==> src/rtl/dcache_pkg.sv <==
// Shared types and address-field helpers for the direct-mapped data cache.
package dcache_pkg;

    localparam int ADDR_W     = 16;
    localparam int DATA_W     = 16;
    localparam int LINE_WORDS = 4;
    localparam int OFFSET_W   = 2;

    typedef enum logic [2:0] {
        IDLE,
        WB,
        RD,
        FILL,
        DONE
    } state_t;

    function automatic logic [OFFSET_W-1:0] addr_offset(input logic [ADDR_W-1:0] addr);
        return addr[OFFSET_W:1];
    endfunction

    // Index and tag come back full width; callers size-cast to their own field width.
    function automatic logic [ADDR_W-1:0] addr_index(input logic [ADDR_W-1:0] addr,
                                                     input int index_w);
        return (addr >> (OFFSET_W + 1)) & ((ADDR_W'(1) << index_w) - ADDR_W'(1));
    endfunction

    function automatic logic [ADDR_W-1:0] addr_tag(input logic [ADDR_W-1:0] addr,
                                                   input int index_w);
        return addr >> (OFFSET_W + 1 + index_w);
    endfunction

endpackage

==> src/rtl/dcache_array.sv <==
// Tag/valid/dirty/data storage: one combinational read port, one word write port.
module dcache_array
    import dcache_pkg::*;
#(
    parameter int INDEX_W = 5,
    parameter int TAG_W   = 8
) (
    input  logic                clk,
    input  logic                rst,
    input  logic [INDEX_W-1:0]  idx,
    input  logic [OFFSET_W-1:0] rd_word,
    output logic [DATA_W-1:0]   rd_data,
    output logic [TAG_W-1:0]    tag,
    output logic                valid,
    output logic                dirty,
    input  logic                wr_en,
    input  logic [OFFSET_W-1:0] wr_word,
    input  logic [DATA_W-1:0]   wr_data,
    input  logic                fill_done,
    input  logic [TAG_W-1:0]    fill_tag,
    input  logic                dirty_set
);

    localparam int LINES = 1 << INDEX_W;

    logic [DATA_W-1:0] data_mem [LINES][LINE_WORDS];
    logic [TAG_W-1:0]  tag_mem  [LINES];
    logic [LINES-1:0]  valid_bits;
    logic [LINES-1:0]  dirty_bits;

    assign rd_data = data_mem[idx][rd_word];
    assign tag     = tag_mem[idx];
    assign valid   = valid_bits[idx];
    assign dirty   = dirty_bits[idx];

    always_ff @(posedge clk) begin
        if (rst) begin
            valid_bits <= '0;
            dirty_bits <= '0;
        end else begin
            if (fill_done) begin
                valid_bits[idx] <= 1'b1;
                dirty_bits[idx] <= 1'b0;
            end
            if (dirty_set) begin
                dirty_bits[idx] <= 1'b1;
            end
        end
    end

    // Data and tags carry no reset; a cleared valid bit makes them don't-care.
    always_ff @(posedge clk) begin
        if (wr_en) begin
            data_mem[idx][wr_word] <= wr_data;
        end
        if (fill_done) begin
            tag_mem[idx] <= fill_tag;
        end
    end

endmodule

==> src/rtl/dcache_ctrl.sv <==
// Direct-mapped write-back/write-allocate data cache controller below the memory stage.
module dcache_ctrl
    import dcache_pkg::*;
#(
    parameter int INDEX_W = 5,
    parameter int MEM_LAT = 2
) (
    input  logic        clk,
    input  logic        rst,
    input  logic [15:0] Addr,
    input  logic [15:0] DataIn,
    input  logic        Rd,
    input  logic        Wr,
    output logic [15:0] DataOut,
    output logic        Done,
    output logic        Stall,
    output logic        CacheHit,
    output logic        err,
    output logic [15:0] mem_addr,
    output logic [15:0] mem_wdata,
    output logic        mem_wr,
    output logic        mem_rd,
    input  logic [15:0] mem_rdata,
    input  logic        mem_stall
);

    localparam int TAG_W = ADDR_W - INDEX_W - OFFSET_W - 1;
    localparam logic [OFFSET_W-1:0] LAST_WORD = OFFSET_W'(LINE_WORDS - 1);

    state_t state, next_state;
    logic [OFFSET_W-1:0] word_cnt;

    logic [MEM_LAT-1:0]  fill_vld_p;
    logic [OFFSET_W-1:0] fill_word_p [MEM_LAT];

    logic [OFFSET_W-1:0] offset;
    logic [INDEX_W-1:0]  idx;
    logic [TAG_W-1:0]    req_tag;
    logic                req, illegal, hit;
    logic                fill_exit;
    logic [OFFSET_W-1:0] fill_exit_word;

    logic [OFFSET_W-1:0] arr_rd_word;
    logic [DATA_W-1:0]   arr_rd_data;
    logic [TAG_W-1:0]    line_tag;
    logic                line_valid, line_dirty;
    logic                arr_we, fill_done, dirty_set;
    logic [OFFSET_W-1:0] arr_wr_word;
    logic [DATA_W-1:0]   arr_wr_data;
    logic                mem_accept, rd_accept;

    assign offset  = addr_offset(Addr);
    assign idx     = INDEX_W'(addr_index(Addr, INDEX_W));
    assign req_tag = TAG_W'(addr_tag(Addr, INDEX_W));
    assign req     = Rd | Wr;
    assign illegal = (Rd & Wr) | (req & Addr[0]);
    assign hit     = line_valid && (line_tag == req_tag);

    assign fill_exit      = fill_vld_p[MEM_LAT-1];
    assign fill_exit_word = fill_word_p[MEM_LAT-1];

    dcache_array #(
        .INDEX_W (INDEX_W),
        .TAG_W   (TAG_W)
    ) u_array (
        .clk       (clk),
        .rst       (rst),
        .idx       (idx),
        .rd_word   (arr_rd_word),
        .rd_data   (arr_rd_data),
        .tag       (line_tag),
        .valid     (line_valid),
        .dirty     (line_dirty),
        .wr_en     (arr_we),
        .wr_word   (arr_wr_word),
        .wr_data   (arr_wr_data),
        .fill_done (fill_done),
        .fill_tag  (req_tag),
        .dirty_set (dirty_set)
    );

    always_comb begin
        next_state  = state;
        DataOut     = '0;
        Done        = 1'b0;
        Stall       = 1'b0;
        CacheHit    = 1'b0;
        err         = 1'b0;
        mem_addr    = '0;
        mem_wdata   = '0;
        mem_wr      = 1'b0;
        mem_rd      = 1'b0;
        arr_rd_word = offset;
        arr_we      = 1'b0;
        arr_wr_word = offset;
        arr_wr_data = DataIn;
        fill_done   = 1'b0;
        dirty_set   = 1'b0;
        mem_accept  = 1'b0;
        rd_accept   = 1'b0;

        case (state)
            IDLE: begin
                if (illegal) begin
                    err = 1'b1;
                end else if (req && hit) begin
                    Done     = 1'b1;
                    CacheHit = 1'b1;
                    if (Rd) DataOut = arr_rd_data;
                    if (Wr) begin
                        arr_we    = 1'b1;
                        dirty_set = 1'b1;
                    end
                end else if (req) begin
                    Stall      = 1'b1;
                    next_state = (line_valid && line_dirty) ? WB : RD;
                end
            end
            WB: begin
                Stall       = 1'b1;
                arr_rd_word = word_cnt;
                mem_wr      = 1'b1;
                mem_addr    = {line_tag, idx, word_cnt, 1'b0};
                mem_wdata   = arr_rd_data;
                mem_accept  = !mem_stall;
                if (mem_accept && word_cnt == LAST_WORD) next_state = RD;
            end
            RD: begin
                Stall      = 1'b1;
                mem_rd     = 1'b1;
                mem_addr   = {req_tag, idx, word_cnt, 1'b0};
                mem_accept = !mem_stall;
                rd_accept  = mem_accept;
                if (mem_accept && word_cnt == LAST_WORD) next_state = FILL;
            end
            FILL: begin
                Stall = 1'b1;
                if (fill_exit && fill_exit_word == LAST_WORD) begin
                    fill_done  = 1'b1;
                    next_state = DONE;
                end
            end
            DONE: begin
                Done = 1'b1;
                if (Rd) DataOut = arr_rd_data;
                if (Wr) begin
                    arr_we    = 1'b1;
                    dirty_set = 1'b1;
                end
                next_state = IDLE;
            end
            default: next_state = IDLE;
        endcase

        // Returning read data has priority on the write port; it never overlaps a store.
        if (fill_exit && (state == RD || state == FILL)) begin
            arr_we      = 1'b1;
            arr_wr_word = fill_exit_word;
            arr_wr_data = mem_rdata;
        end

        if (rst) begin
            next_state = IDLE;
            DataOut    = '0;
            Done       = 1'b0;
            Stall      = 1'b0;
            CacheHit   = 1'b0;
            err        = 1'b0;
            mem_addr   = '0;
            mem_wdata  = '0;
            mem_wr     = 1'b0;
            mem_rd     = 1'b0;
            arr_we     = 1'b0;
            fill_done  = 1'b0;
            dirty_set  = 1'b0;
            mem_accept = 1'b0;
            rd_accept  = 1'b0;
        end
    end

    always_ff @(posedge clk) begin
        if (rst) begin
            state    <= IDLE;
            word_cnt <= '0;
        end else begin
            state <= next_state;
            if (mem_accept) word_cnt <= word_cnt + 1'b1;
        end
    end

    // p0..p(MEM_LAT-1): one stage per cycle of main-memory read latency
    always_ff @(posedge clk) begin
        if (rst) begin
            fill_vld_p <= '0;
        end else begin
            fill_vld_p[0] <= rd_accept;
            for (int i = 1; i < MEM_LAT; i++) fill_vld_p[i] <= fill_vld_p[i-1];
        end
    end

    always_ff @(posedge clk) begin
        fill_word_p[0] <= word_cnt;
        for (int i = 1; i < MEM_LAT; i++) fill_word_p[i] <= fill_word_p[i-1];
    end

endmodule

==> config.mk <==
export PLATFORM = sky130hd
export DESIGN_NAME = dcache_ctrl
export DESIGN_NICKNAME = d
export VERILOG_FILES = /design/src/rtl/dcache_pkg.sv /design/src/rtl/dcache_array.sv /design/src/rtl/dcache_ctrl.sv
export SDC_FILE = /design/constraint.sdc
export NUM_CORES = 2
export LEC_CHECK = 0
export BUFFER_PORTS_ARGS = -buffer_cell sky130_fd_sc_hd__clkbuf_2
export CAP_MARGIN = 25
export CORE_AREA = 2 2 533 323
export DETAILED_ROUTE_END_ITERATION = 12
export DIE_AREA = 0 0 535 325
export PLACE_DENSITY = 0.71
export SLEW_MARGIN = 25
export SYNTH_ARGS = -nofsm -noshare
export SYNTH_HDL_FRONTEND = slang
export SYNTH_SLANG_ARGS = --single-unit
==> constraint.sdc <==
create_clock -name clk -period 12.45 [get_ports clk]
set_clock_uncertainty 0.1 [all_clocks]
set_input_delay 3.735 -clock clk [delete_from_list [all_inputs] [get_ports clk]]
set_output_delay 3.735 -clock clk [all_outputs]
set_load 0.02 [all_outputs]
==> out/qor.txt <==
Outcome: complete, no violations
Reg power frac: 0.549
RSZ-0062 raised after global routing: false
Vias: 49400
Die ar.: 174000 um2
WHS: 0.229 ns
Syn Nets: 4584
Max-cap violations: 0
Final #Nets: 4802
Die Span Y: 325 um
Crit path kind: in -> out
Filler Cell Count: 11300
Number of global-route vias before repair: 45800
Site Rows: 117
Worst vdd ir: 0.000146 V
Switching pwr: 3.45 mW
Overall routed net length: 253000 um
Skew-Pair Late Insertion Delay: 0.88 ns
Setup_tns: 0 ns
Avg Cell Area, Syn: 20.4 um2
Max-Slew Margin vs Limit: 0.249
Yosys top cell by area: edfxtp_1
H-tree levels: 4
Core Region: 169000 um2
Internal Power: 12.5 mW
Routed len/inst: 35.3 um
DR pass1 iterations: 8
Clk pwr share: 0.398
Cts-stage hold buffer count: 0
Initial core utilization: 0.547
Reg2reg start: u_array.tag_mem[31][0]
Clock root buffer: clkbuf_16
TritonCTS clock tree: built
Critical path peak fanout: 73
Pin count of the biggest net entering global routing: 121
Post-synth EDFFs: 2304
Share of post-route cells with drive strength above 1: 0.272
Slew Limit Fails: 0
Port bufs: 105
Post-synth top area share: 0.749
Post_cts resized: 0
Crit path arrival time: 7.90 ns
CTS sink cnt: 2379
Die X: 535 um
Final Hold Viols: 0
Total CTS buffers: 211
Vias/cell: 6.89
Cell leakage power: 32.3 nW
Minimum clock period: 11.73 ns
CTS max path bufs: 4
PnR Total Power: 16.0 mW
Measured slew at the worst slew-check pin: 1.12 ns
YS warnings: 0
RePlAce Congestion: 0.944
Remaining Overflow, GRT: 0
Netlist cell types: 65
Antenna viol nets, final: 0
Logic gate share of total power: 0.053
Cell Area, Synth: 92400 um2
Yosys reg bits: 2379
Critical path required time: 8.61 ns
Global-route wire length before repair: 356000 um
Initial antenna violation count: 13
Post-CTS Setup Bufs: 0
Pwr dens: 154 nW/um2
Top cells by count, synth: edfxtp_1, mux4_2, a21oi_1, nand2_1, clkbuf_1
CP Launch Type: input pin
Seq/Total Area, Yosys: 0.765
Crit path from: Addr[3]
Final critical-path share of the clock period: 0.942
Layout area overhead: 12.5%
Achievable Freq: 85.2 MHz
# setup viols final: 0
I/O pin count: 107
Ranking of synthesized cells by area: edfxtp_1, mux4_2, mux2i_1, dfxtp_1, a21oi_1
Post-route DRC: 0
Top_reg_cell synth: edfxtp_1
Worst hold path startpoint: fill_word_p[0][0]
Switch share: 0.216
Most frequent cell after synthesis: edfxtp_1
Global-route usage over all layers: 0.290
Post-DP HPWL: 157000 um
Hold crit path type: reg -> reg
1st-iter DRT viols: 9456
Clock-pin slew on the worst setup and hold paths: 0.06 ns
Async SR Flop Fraction: 0
CP endpoint kind: primary output
Instance count of the mapped netlist: 4530
-- state kept, by name, summed over array words and instances, names as in the netlist, named ones only --
| signal | flops |
|---|---|
| u_array.valid_bits | 32 |
| fill_word_p | 4 |
| u_array.data_mem | 2048 |
| u_array.tag_mem | 256 |
| u_array.dirty_bits | 1 |
| fill_vld_p | 2 |
| word_cnt | 2 |
| state | 3 |
-- final timing paths --
| path | end | slack, ns | cells after the start |
|---|---|---|---|
| setup reg to reg | u_array.data_mem[20][16] | 7.37 | 10 |
| setup / recovery | mem_wdata[1] | 0.72 | 10 |
| hold / removal | fill_word_p[0][2] | 0.23 | 0 |
| hold reg to reg | fill_word_p[0][2] | 0.23 | 0 |
-- area by class of cell --
class | count | area, um2 | area share
antenna | 4 | 10.0 | 0.0000963
clock buffer | 270 | 5630 | 0.0541
clock inverter | 103 | 938 | 0.00903
inverter | 28 | 108 | 0.00104
multi-input combinational | 1830 | 21400 | 0.206
sequential | 2379 | 70700 | 0.680
tap | 2261 | 2830 | 0.0272
timing repair buffer | 298 | 2260 | 0.0217
-- power by group through the flow --
| stage | clock (mW) | sequential (mW) | combinational (mW) |
|---|---|---|---|
| final | 6.37 | 8.78 | 0.852 |
| after CTS | 6.39 | 8.78 | 0.830 |
| after global placement | 0 | 8.96 | 0.813 |
| after global routing | 6.70 | 8.78 | 0.881 |
| after detailed placement | 0 | 8.96 | 0.828 |
| after floorplan | 0 | 8.97 | 0.465 |
-- cell usage in the layout (no fill, tap or decap), drive strengths merged, types with 26 or more instances in the layout --
| cell | count |
|---|---|
| nand3 | 36 |
| a21oi | 244 |
| o211ai | 26 |
| a22oi | 96 |
| nor2 | 140 |
| dfxtp | 75 |
| o32ai | 31 |
| nand2b | 42 |
| edfxtp | 2304 |
| nand2 | 199 |
| clkinv | 76 |
| o21ai | 45 |
| inv | 31 |
| o22ai | 86 |
| mux4 | 557 |
| clkbuf | 370 |
| buf | 198 |
| mux2i | 155 |
-- kinds of logic (layout without fill, tap and decap cells) --
family	Yosys count	in the layout	synth area share
xor gates and xnor gates	4	4	0.000379
AOI/OAI and AO/OA	586	586	0.0394
other	1	5	0.0000406
adders and majority gates	1	1	0.000135
buffers and inverters	321	699	0.0148
muxes	721	721	0.154
and+or+nand+nor	517	517	0.0263
DFF	2379	2379	0.765
-- metrics by stage --
stage / std cells / util / setup slack, ns / instance area, um2
after detailed placement: 6796 / 0.576 / 0.808 / 97200
after global routing: 7171 / 0.615 / 0.691 / 104000
after floorplan: 4530 / - / 1.86 / 92400
after CTS: 7169 / 0.615 / 0.798 / 104000
after global placement: 6796 / 0.574 / 0.855 / 97000
final: 7173 / 0.616 / 0.718 / 104000
-- metal layers --
metal / vias up / wire (um) / GRT usage
met5: - / 80 / 0
met4: 8 / 6670 / 0.0683
li1: 19200 / - / -
met3: 417 / 42900 / 0.116
met2: 3907 / 102000 / 0.375
met1: 25900 / 101000 / 0.460
-- critical path, cell delays in order --
cell and delay [ns]:
buf_8 0.59, buf_4 0.53, mux4_2 0.56, a22oi_1 0.40, nand2_1 0.11, a211oi_1 0.67, o21ai_0 0.45, a31oi_1 0.39
nor2_1 0.08, clkbuf_2 0.19
No activity file was read; power rests on OpenSTA's default activity.
